==> src/rtl/crash_sequencer_if.sv <==
// Control/level bundle between the CPU-side driver and the crash envelope sequencer.
interface crash_sequencer_if;
    logic       clk_48KHz_en;
    logic       wr_en;
    logic [3:0] wr_data;
    logic       trig_big;
    logic       trig_small;
    logic [3:0] crsh;
    logic       busy;
    logic       done;

    modport master (
        output clk_48KHz_en, wr_en, wr_data, trig_big, trig_small,
        input  crsh, busy, done
    );

    modport slave (
        input  clk_48KHz_en, wr_en, wr_data, trig_big, trig_small,
        output crsh, busy, done
    );
endinterface

==> src/rtl/crash_sequencer.sv <==
// Crash-noise envelope: holds a start level, then steps it down to zero on 48 kHz ticks.
// A CPU write overrides everything and parks the level until the next trigger.
module crash_sequencer #(
    parameter int HOLD_TICKS  = 2400,
    parameter int DECAY_TICKS = 1200,
    parameter int BIG_LEVEL   = 15,
    parameter int SMALL_LEVEL = 8
) (
    input  logic              clk,
    input  logic              rst,
    crash_sequencer_if.slave  bus
);

    typedef enum logic [1:0] {
        IDLE   = 2'd0,
        HOLD   = 2'd1,
        DECAY  = 2'd2,
        MANUAL = 2'd3
    } state_t;

    localparam int CNT_MAX = ((HOLD_TICKS > DECAY_TICKS) ? HOLD_TICKS : DECAY_TICKS) - 1;
    localparam int CNT_W   = (CNT_MAX > 0) ? $clog2(CNT_MAX + 1) : 1;

    localparam logic [CNT_W-1:0] CNT_ZERO   = {CNT_W{1'b0}};
    localparam logic [CNT_W-1:0] CNT_ONE    = CNT_W'(1);
    localparam logic [CNT_W-1:0] HOLD_LOAD  = CNT_W'(HOLD_TICKS - 1);
    localparam logic [CNT_W-1:0] DECAY_LOAD = CNT_W'(DECAY_TICKS - 1);
    // Start levels are clamped so the 4-bit level can never be loaded out of range.
    localparam logic [3:0]       BIG_L      = 4'((BIG_LEVEL > 15) ? 15 : BIG_LEVEL);
    localparam logic [3:0]       SMALL_L    = 4'((SMALL_LEVEL > 15) ? 15 : SMALL_LEVEL);

    state_t           state_r, state_s;
    logic [3:0]       crsh_r, crsh_s;
    logic [CNT_W-1:0] cnt_r, cnt_s;
    logic             busy_r;
    logic             done_r, done_s;
    logic             small_ok_s;

    // Next-state logic: write beats big trigger beats small trigger beats tick processing.
    always_comb begin
        state_s    = state_r;
        crsh_s     = crsh_r;
        cnt_s      = cnt_r;
        done_s     = 1'b0;
        small_ok_s = (crsh_r <= SMALL_L) || (state_r == IDLE);

        if (bus.wr_en) begin
            crsh_s  = bus.wr_data;
            cnt_s   = CNT_ZERO;
            state_s = (bus.wr_data != 4'd0) ? MANUAL : IDLE;
        end else if (bus.trig_big) begin
            crsh_s  = BIG_L;
            cnt_s   = HOLD_LOAD;
            state_s = HOLD;
        end else if (bus.trig_small && small_ok_s) begin
            crsh_s  = SMALL_L;
            cnt_s   = HOLD_LOAD;
            state_s = HOLD;
        end else if (bus.clk_48KHz_en) begin
            case (state_r)
                HOLD: begin
                    if (cnt_r != CNT_ZERO) begin
                        cnt_s = cnt_r - CNT_ONE;
                    end else begin
                        cnt_s   = DECAY_LOAD;
                        state_s = DECAY;
                    end
                end
                DECAY: begin
                    if (cnt_r != CNT_ZERO) begin
                        cnt_s = cnt_r - CNT_ONE;
                    end else if (crsh_r <= 4'd1) begin
                        // Last step (the <= also guards a zero start level against wrapping).
                        crsh_s  = 4'd0;
                        cnt_s   = CNT_ZERO;
                        state_s = IDLE;
                        done_s  = 1'b1;
                    end else begin
                        crsh_s = crsh_r - 4'd1;
                        cnt_s  = DECAY_LOAD;
                    end
                end
                IDLE: begin
                    state_s = IDLE;
                end
                MANUAL: begin
                    state_s = MANUAL;
                end
                default: begin
                    state_s = IDLE;
                    crsh_s  = 4'd0;
                    cnt_s   = CNT_ZERO;
                end
            endcase
        end else begin
            state_s = state_r;
        end
    end

    // State, level, counter and output registers.
    always_ff @(posedge clk) begin
        if (rst) begin
            state_r <= IDLE;
            crsh_r  <= 4'd0;
            cnt_r   <= CNT_ZERO;
            busy_r  <= 1'b0;
            done_r  <= 1'b0;
        end else begin
            state_r <= state_s;
            crsh_r  <= crsh_s;
            cnt_r   <= cnt_s;
            busy_r  <= (state_s != IDLE);
            done_r  <= done_s;
        end
    end

    assign bus.crsh = crsh_r;
    assign bus.busy = busy_r;
    assign bus.done = done_r;

endmodule

==> src/flat_wrapper.sv <==
// flat-port wrapper written by rule: the top's interface ports become plain ports
module crash_sequencer_flat 
#(
    parameter int HOLD_TICKS  = 2400,
    parameter int DECAY_TICKS = 1200,
    parameter int BIG_LEVEL   = 15,
    parameter int SMALL_LEVEL = 8
)
  (clk, rst, bus_clk_48KHz_en, bus_wr_en, bus_wr_data, bus_trig_big, bus_trig_small, bus_crsh, bus_busy, bus_done);
  crash_sequencer_if bus_i ();
  input  logic clk;
  input  logic rst;
  input wire logic [$bits(bus_i.clk_48KHz_en)-1:0] bus_clk_48KHz_en;
  input wire logic [$bits(bus_i.wr_en)-1:0] bus_wr_en;
  input wire logic [$bits(bus_i.wr_data)-1:0] bus_wr_data;
  input wire logic [$bits(bus_i.trig_big)-1:0] bus_trig_big;
  input wire logic [$bits(bus_i.trig_small)-1:0] bus_trig_small;
  output wire logic [$bits(bus_i.crsh)-1:0] bus_crsh;
  output wire logic [$bits(bus_i.busy)-1:0] bus_busy;
  output wire logic [$bits(bus_i.done)-1:0] bus_done;
  assign bus_i.clk_48KHz_en = bus_clk_48KHz_en;
  assign bus_i.wr_en = bus_wr_en;
  assign bus_i.wr_data = bus_wr_data;
  assign bus_i.trig_big = bus_trig_big;
  assign bus_i.trig_small = bus_trig_small;
  assign bus_crsh = bus_i.crsh;
  assign bus_busy = bus_i.busy;
  assign bus_done = bus_i.done;
  crash_sequencer #(.HOLD_TICKS(HOLD_TICKS), .DECAY_TICKS(DECAY_TICKS), .BIG_LEVEL(BIG_LEVEL), .SMALL_LEVEL(SMALL_LEVEL)) u_core (.clk(clk), .rst(rst), .bus(bus_i));
endmodule
==> config.mk <==
export PLATFORM = sky130hd
export DESIGN_NAME = crash_sequencer_flat
export DESIGN_NICKNAME = d
export VERILOG_FILES = /design/src/rtl/crash_sequencer_if.sv /design/src/rtl/crash_sequencer.sv /design/src/flat_wrapper.sv
export SDC_FILE = /design/constraint.sdc
export NUM_CORES = 1
export LEC_CHECK = 0
export ABC_AREA = 0
export CORE_ASPECT_RATIO = 1.25
export CORE_MARGIN = 2
export CORE_UTILIZATION = 51
export CTS_BUF_LIST = sky130_fd_sc_hd__clkbuf_4
export DETAILED_ROUTE_END_ITERATION = 10
export MAX_ROUTING_LAYER = met4
export PLACE_DENSITY = 0.75
export SLEW_MARGIN = 10
export SYNTH_ARGS = -nofsm -noshare
export SYNTH_HDL_FRONTEND = slang
export SYNTH_SLANG_ARGS = --single-unit
==> constraint.sdc <==
create_clock -name clk -period 1.8 [get_ports clk]
set_input_delay 0.18 -clock clk [delete_from_list [all_inputs] [get_ports clk]]
set_output_delay 0.18 -clock clk [all_outputs]
set_load 0.005 [all_outputs]
======== After elaboration in Yosys (flattened, before gate mapping) ========
Cells that the tools add are included.
operators by class
  add/sub/neg operators ................... 2
  magnitude comparators ................... 2
  equal/unequal tests ..................... 4
  mux-type cells .......................... 24
  bitwise logic cells ..................... 2
  reductions and logical operators ........ 17
operators by type and width
  operator                                                                  number
  12-bit two-way mux                                                        5
  4-bit two-way mux                                                         7
  12-bit one-hot mux with 2 select lines                                    1
  2-bit two-way mux                                                         8
  4-bit nonzero test                                                        4
  12-bit nonzero test                                                       1
  12-bit by 1-bit subtractor with 12-bit output (second input constant)     1
  11-bit two-way mux                                                        1
  2-bit one-hot mux with 4 select lines                                     1
  7-bit OR reduction                                                        1
  2-bit == test (second input constant)                                     2
  4-bit by 1-bit <= comparator with 1-bit output (second input constant)    1
  4-bit <= comparator (second input constant)                               1
  4-bit by 3-bit inequality test with 1-bit output (second input constant)  1
  2-bit AND reduction                                                       2
  2-bit nonzero test                                                        2
  4-bit OR reduction                                                        1
  4-bit by 1-bit subtractor with 4-bit output (second input constant)       1
  3-bit AND reduction                                                       1
  3-bit nonzero test                                                        1
  2-bit by 1-bit == test with 1-bit output (second input constant)          1
  2-bit zero test                                                           1
  1-bit inverter                                                            2
  2-bit OR reduction                                                        1
  other kinds (3)                                                           3
storage, ports and cells
  register bits ........................... 20
  input bits .............................. 10
  output and inout bits ................... 6
  logic and storage cells ................. 57

======== Logic depth before layout (Yosys ltp) ========
Gate-level depths: netlist of the first run.
  depth in word-level cells ............... 9
  gate-level depth with buffers ........... 8
  depth with buffers taken out ............ 7

======== Worst setup path before layout of the first run ========
OpenSTA, ideal clock, no wires.
  path kind ............................... reg-to-reg
  from .................................... reg u_core.crsh_r[0], in the netlist u_core.bus.crsh[0]
  to ...................................... reg u_core.crsh_r[3], in the netlist u_core.bus.crsh[3]
  library setup time ...................... 0.114 ns
  arrival ................................. 1.785 ns
  path slack .............................. -0.099 ns
  stages on the path, launching flop included .. 9
  path buffers ............................ 1
  clock period less this slack ............ 1.899 ns
  path through ............................ dfxtp_1 -> inv_1 -> ha_1 -> or3b_1 -> a31oi_1 -> buf_2 -> a31oi_1 -> mux2i_1 -> nor2_1
between the ends
  word-level cells in the longest chain between the ends .. 8
  elaborated cells on any way between the ends .. 16
ends and longest elaborated chain
  item                                                                                                                  RTL line                                      source
  start: declaration                                                                                                    crash_sequencer.sv:33                         logic [3:0] crsh_r, crsh_s;
  start signal: assignment                                                                                              crash_sequencer.sv:110                        crsh_r <= crsh_s;
  4-bit by 1-bit subtractor with 4-bit output / 4-bit by 1-bit <= comparator with 1-bit output (equally long branches)  crash_sequencer.sv:79, crash_sequencer.sv:72
  4-bit two-way mux                                                                                                     crash_sequencer.sv:72                         end else if (crsh_r <= 4'd1) begin
  4-bit two-way mux                                                                                                     crash_sequencer.sv:70                         if (cnt_r != CNT_ZERO) begin
  4-bit two-way mux                                                                                                     crash_sequencer.sv:60                         case (state_r)
  4-bit two-way mux                                                                                                     crash_sequencer.sv:59                         end else if (bus.clk_48KHz_en) begin
  4-bit two-way mux                                                                                                     crash_sequencer.sv:55                         end else if (bus.trig_small && small_ok_s) begin
  4-bit two-way mux                                                                                                     crash_sequencer.sv:51                         end else if (bus.trig_big) begin
  4-bit two-way mux                                                                                                     crash_sequencer.sv:47                         if (bus.wr_en) begin
Parallel ways exist; a longest one is shown, timed or not. The select of a mux whose other input is x is not followed.
A chain may end at the register's enable or synchronous reset.

======== Worst setup path after layout of the first run ========
  from .................................... reg u_core.state_r[0]
  to ...................................... reg u_core.crsh_r[0], in the netlist u_core.bus.crsh[0]
between the ends
  word-level cells in the longest chain between the ends .. 6
  elaborated cells on any way between the ends .. 11
ends and longest elaborated chain
  item                      RTL line                source
  start: declaration        crash_sequencer.sv:32   state_t state_r, state_s;
  start signal: assignment  crash_sequencer.sv:109  state_r <= state_s;
  2-bit zero test           crash_sequencer.sv:45   small_ok_s = (crsh_r <= SMALL_L) || (state_r == IDLE);
  1-bit logical OR          crash_sequencer.sv:45
  1-bit logical AND         crash_sequencer.sv:55
  4-bit two-way mux         crash_sequencer.sv:55
  4-bit two-way mux         crash_sequencer.sv:51
  4-bit two-way mux         crash_sequencer.sv:47
Parallel ways exist; a longest one is shown, timed or not.

==> out/metrics.csv, run 1 <==
metric,value,unit
outcome,finished clean,
count of flip-flops with a built-in enable after synthesis,0,
end point of the worst hold path,u_core.bus.crsh[1]$_SDFFE_PP0P_,
layout overhead on the synthesized area,50.1,%
number of buffers inserted during clock tree synthesis,3,
warnings from Yosys,0,
Synthesized Nets,188,
gate count after technology mapping,170,
proportion of netlist area held by the largest area contributor,0.305,
clk slew on worst S/H paths,130,ps
placed wire-length estimate,2.97,mm
net count reported at finish,242,
static leakage power,0.000761,uW
worst min-delay path class,primary input to flop,
global routing met2 resource utilization,0.527,
highest fanout seen on the critical path,3,
clock tree from TritonCTS,yes,
first-iteration detailed-routing DRC count,32,
minimum setup slack among reg-to-reg paths,2,ps
placer congestion estimate,0.901,
most instantiated flip-flop cell in the synthesis netlist,sky130_fd_sc_hd__dfxtp_1,
total routing resource utilization after global routing,0.294,
total number of vias,1560,
worst rel slew slack,0.661,
detailed-route vias per instance,6.09,
fraction of synthesis flops using an asynchronous set or reset pin,0,
cell count of the worst hold path,3,
kind of capture point of the worst setup path,flop,
area enclosed by the die boundary,3000,sq um
area of all placed cells without fillers,1970,sq um
register bit total from synthesis,20,
final global-route overflow total,0,
cell types occupying the most area after synthesis,"sky130_fd_sc_hd__dfxtp_1 (31%), sky130_fd_sc_hd__ha_1 (7.6%), sky130_fd_sc_hd__a21oi_1 (5.7%), sky130_fd_sc_hd__nor3_1 (5.0%), sky130_fd_sc_hd__nand2_1 (4.6%)",
type of the worst setup path,flop to flop,
Worst-Skew Late Latency,310,ps
worst reg2reg endpoint,u_core.bus.crsh[0]$_SDFFE_PP0P_,
final max-slew violation count,0,
Total Negative Setup Slacks,0,ps
Total Power Consumption,1360,uW
maximum number of pins on one net before global-route repair,13,
startpoint type of the worst setup path,flop,
length in cells of the worst reg-to-reg path,7,
number of buffers added to fix hold violations after cts,0,
critical path data required time,2050,ps
wire length per cell,15.7,um
Ant. Diodes,0,
share of the yosys chip area belonging to registers,0.305,
cell total after placement,248,
ranking of synthesized cells by instance count,"sky130_fd_sc_hd__dfxtp_1 (20), sky130_fd_sc_hd__nand2_1 (16), sky130_fd_sc_hd__a21oi_1 (15)",
final worst slack,2.18,ps
placeable core area,2430,sq um
Pwr Density,691,nW/um^2
transition at the pin with the smallest max-transition slack,505,ps
post-route non-filler standard cell count,256,
Mean Syn Cell Area,7.71,sq um
number of levels in the clock H-tree,1,
standard-cell row count,20,
GR peak layer,met2,
number of port buffers,15,
number of detailed-route iterations in the first pass,4,
area post-placement,1760,sq um
highest achievable clock rate,556,MHz
post-place setup slack,-82.3,ps
number of failing setup endpoints in the final timing report,0,
max-cap check violation count,0,
peak ir drop on the vdd network,0.533,mV
CP Data Arrival Time,2040,ps
total wirelength of the detailed-routed design,4.02,mm
final hold violations,0,
share of the clock period used by the worst path,0.999,
vias in the first global route,1537,
library cell used as clock root buffer,sky130_fd_sc_hd__clkbuf_4,
top-count cell post-synth,sky130_fd_sc_hd__dfxtp_1,
Hold Startpoint,rst,
number of clock sinks,20,
number of placed I/O pins,16,
number of design rule violations left after detail routing,0,
met3 global-route usage,0.0345,
Worst Skew,8.08,ps
post-synth cell types,42,
wire length of the first global-routing pass,6.60,mm
unrepaired setup endpoints after global routing,true,
effective utilization at floorplan,0.540,
number of antenna violations at the first check in global routing,0,
Routed Antenna Nets,0,
die extent in x,49.4,um
Max Root-Sink Buffers,2,
met1 usage,0.307,
library cell occupying the most area in the post-synthesis netlist,sky130_fd_sc_hd__dfxtp_1,
fill count,158,
fraction of layout instances using a drive strength above 1,0.354,
total standard cell area after synthesis,1310,sq um
launch instance of the worst register-to-register path,u_core.state_r[0]$_SDFF_PP0_,
overall die height,60.7,um
shortest period the worst path allows,1800,ps
## cell families (layout without fill, tap and decap cells)
group	after synthesis	count (layout)	share of synthesized area
buffers and inverters	14	67	0.0410
multiplexers	2	2	0.0153
AND/OR/NAND/NOR	74	74	0.305
flip-flops	20	20	0.305
adder cells (fa/ha/maj)	8	8	0.0763
AO/OA/AOI/OAI	52	52	0.257
## critical path, stage by stage, from the launching register on
cell and delay, ps:
sky130_fd_sc_hd__dfxtp_2 360, sky130_fd_sc_hd__inv_2 50, sky130_fd_sc_hd__ha_4 170, sky130_fd_sc_hd__or3b_4 410, sky130_fd_sc_hd__a311oi_4 300, sky130_fd_sc_hd__o21a_1 230
sky130_fd_sc_hd__nand2_1 90, sky130_fd_sc_hd__a21oi_2 130
## power breakdown
| group | internal, uW | leakage [uW] | switching, uW |
|---|---|---|---|
| registers | 472 | 0.000167 | 22.7 |
| logic | 239 | 0.000566 | 246 |
| clock network | 225 | 0.0000279 | 155 |
## layout by cell type (no fill, tap or decap), types with 5 or more instances in the layout
master / n
sky130_fd_sc_hd__nand2_1: 16
sky130_fd_sc_hd__o21ai_0: 5
sky130_fd_sc_hd__a21oi_2: 5
sky130_fd_sc_hd__nor2_1: 13
sky130_fd_sc_hd__dfxtp_1: 13
sky130_fd_sc_hd__buf_4: 38
sky130_fd_sc_hd__nor3_1: 12
sky130_fd_sc_hd__dfxtp_2: 7
sky130_fd_sc_hd__inv_1: 5
sky130_fd_sc_hd__a21oi_1: 10
sky130_fd_sc_hd__ha_1: 6
sky130_fd_sc_hd__nand3_1: 5
sky130_fd_sc_hd__clkdlybuf4s50_1: 15
## worst max path at each step
stage	start	endpoint	slack [ps]
floorplan	u_core.bus.crsh[1]$_SDFFE_PP0P_	u_core.bus.crsh[0]$_SDFFE_PP0P_	10
global placement	bus_wr_data[2]	u_core.bus.busy$_SDFF_PP0_	-40
detailed placement	bus_wr_data[2]	u_core.bus.busy$_SDFF_PP0_	-80
CTS	u_core.bus.crsh[1]$_SDFFE_PP0P_	u_core.bus.crsh[1]$_SDFFE_PP0P_	-8
global route	u_core.state_r[0]$_SDFF_PP0_	u_core.bus.crsh[0]$_SDFFE_PP0P_	-50
finish	u_core.state_r[0]$_SDFF_PP0_	u_core.bus.crsh[0]$_SDFFE_PP0P_	2
## per-layer routing
layer	part of all wire	vias up
met5	0	-
met4	0.042	0
met3	0.046	18
met2	0.51	56
met1	0.41	740
li1	-	746
## sequential cells by signal, indices dropped and copies added (netlist names)
signal	cells
u_core.cnt_r	12
u_core.state_r	2
u_core.bus.busy	1
u_core.bus.crsh	4
u_core.bus.done	1
## through the flow
step | hold slack (ps) | util
after floorplan | 242 | -
after global placement | 509 | 0.726
after detailed placement | 545 | 0.726
after CTS | 545 | 0.769
after global routing | 576 | 0.811
final | 546 | 0.811
## area by class of cell
class | instances | area (sq um) | area share
timing repair buffer | 54 | 447 | 0.227
tap | 33 | 41.3 | 0.0210
multi-input combinational | 136 | 985 | 0.500
sequential | 20 | 409 | 0.208
clock buffer | 3 | 22.5 | 0.0114
inverter | 9 | 33.8 | 0.0172
clock inverter | 1 | 30.0 | 0.0153
## what timing repair did
item,in CTS,in global routing
setup endpoints to repair,10,16
buffers inserted,1,3
pin swaps,9,6
gates resized for setup,14,18
(Power assumes the default switching activity.)
==> run 2: changes to the inputs <==
- CTS_CLUSTER_SIZE: not set -> 20
==> results of run 2 <==
Final layout, timing and power as in run 1 (identical DEF).
==> run 3: changes to the inputs <==
- ABC_CLOCK_PERIOD_IN_PS: not set -> 1800
==> results of run 3 <==
Final layout, timing and power as in run 1 (identical DEF).
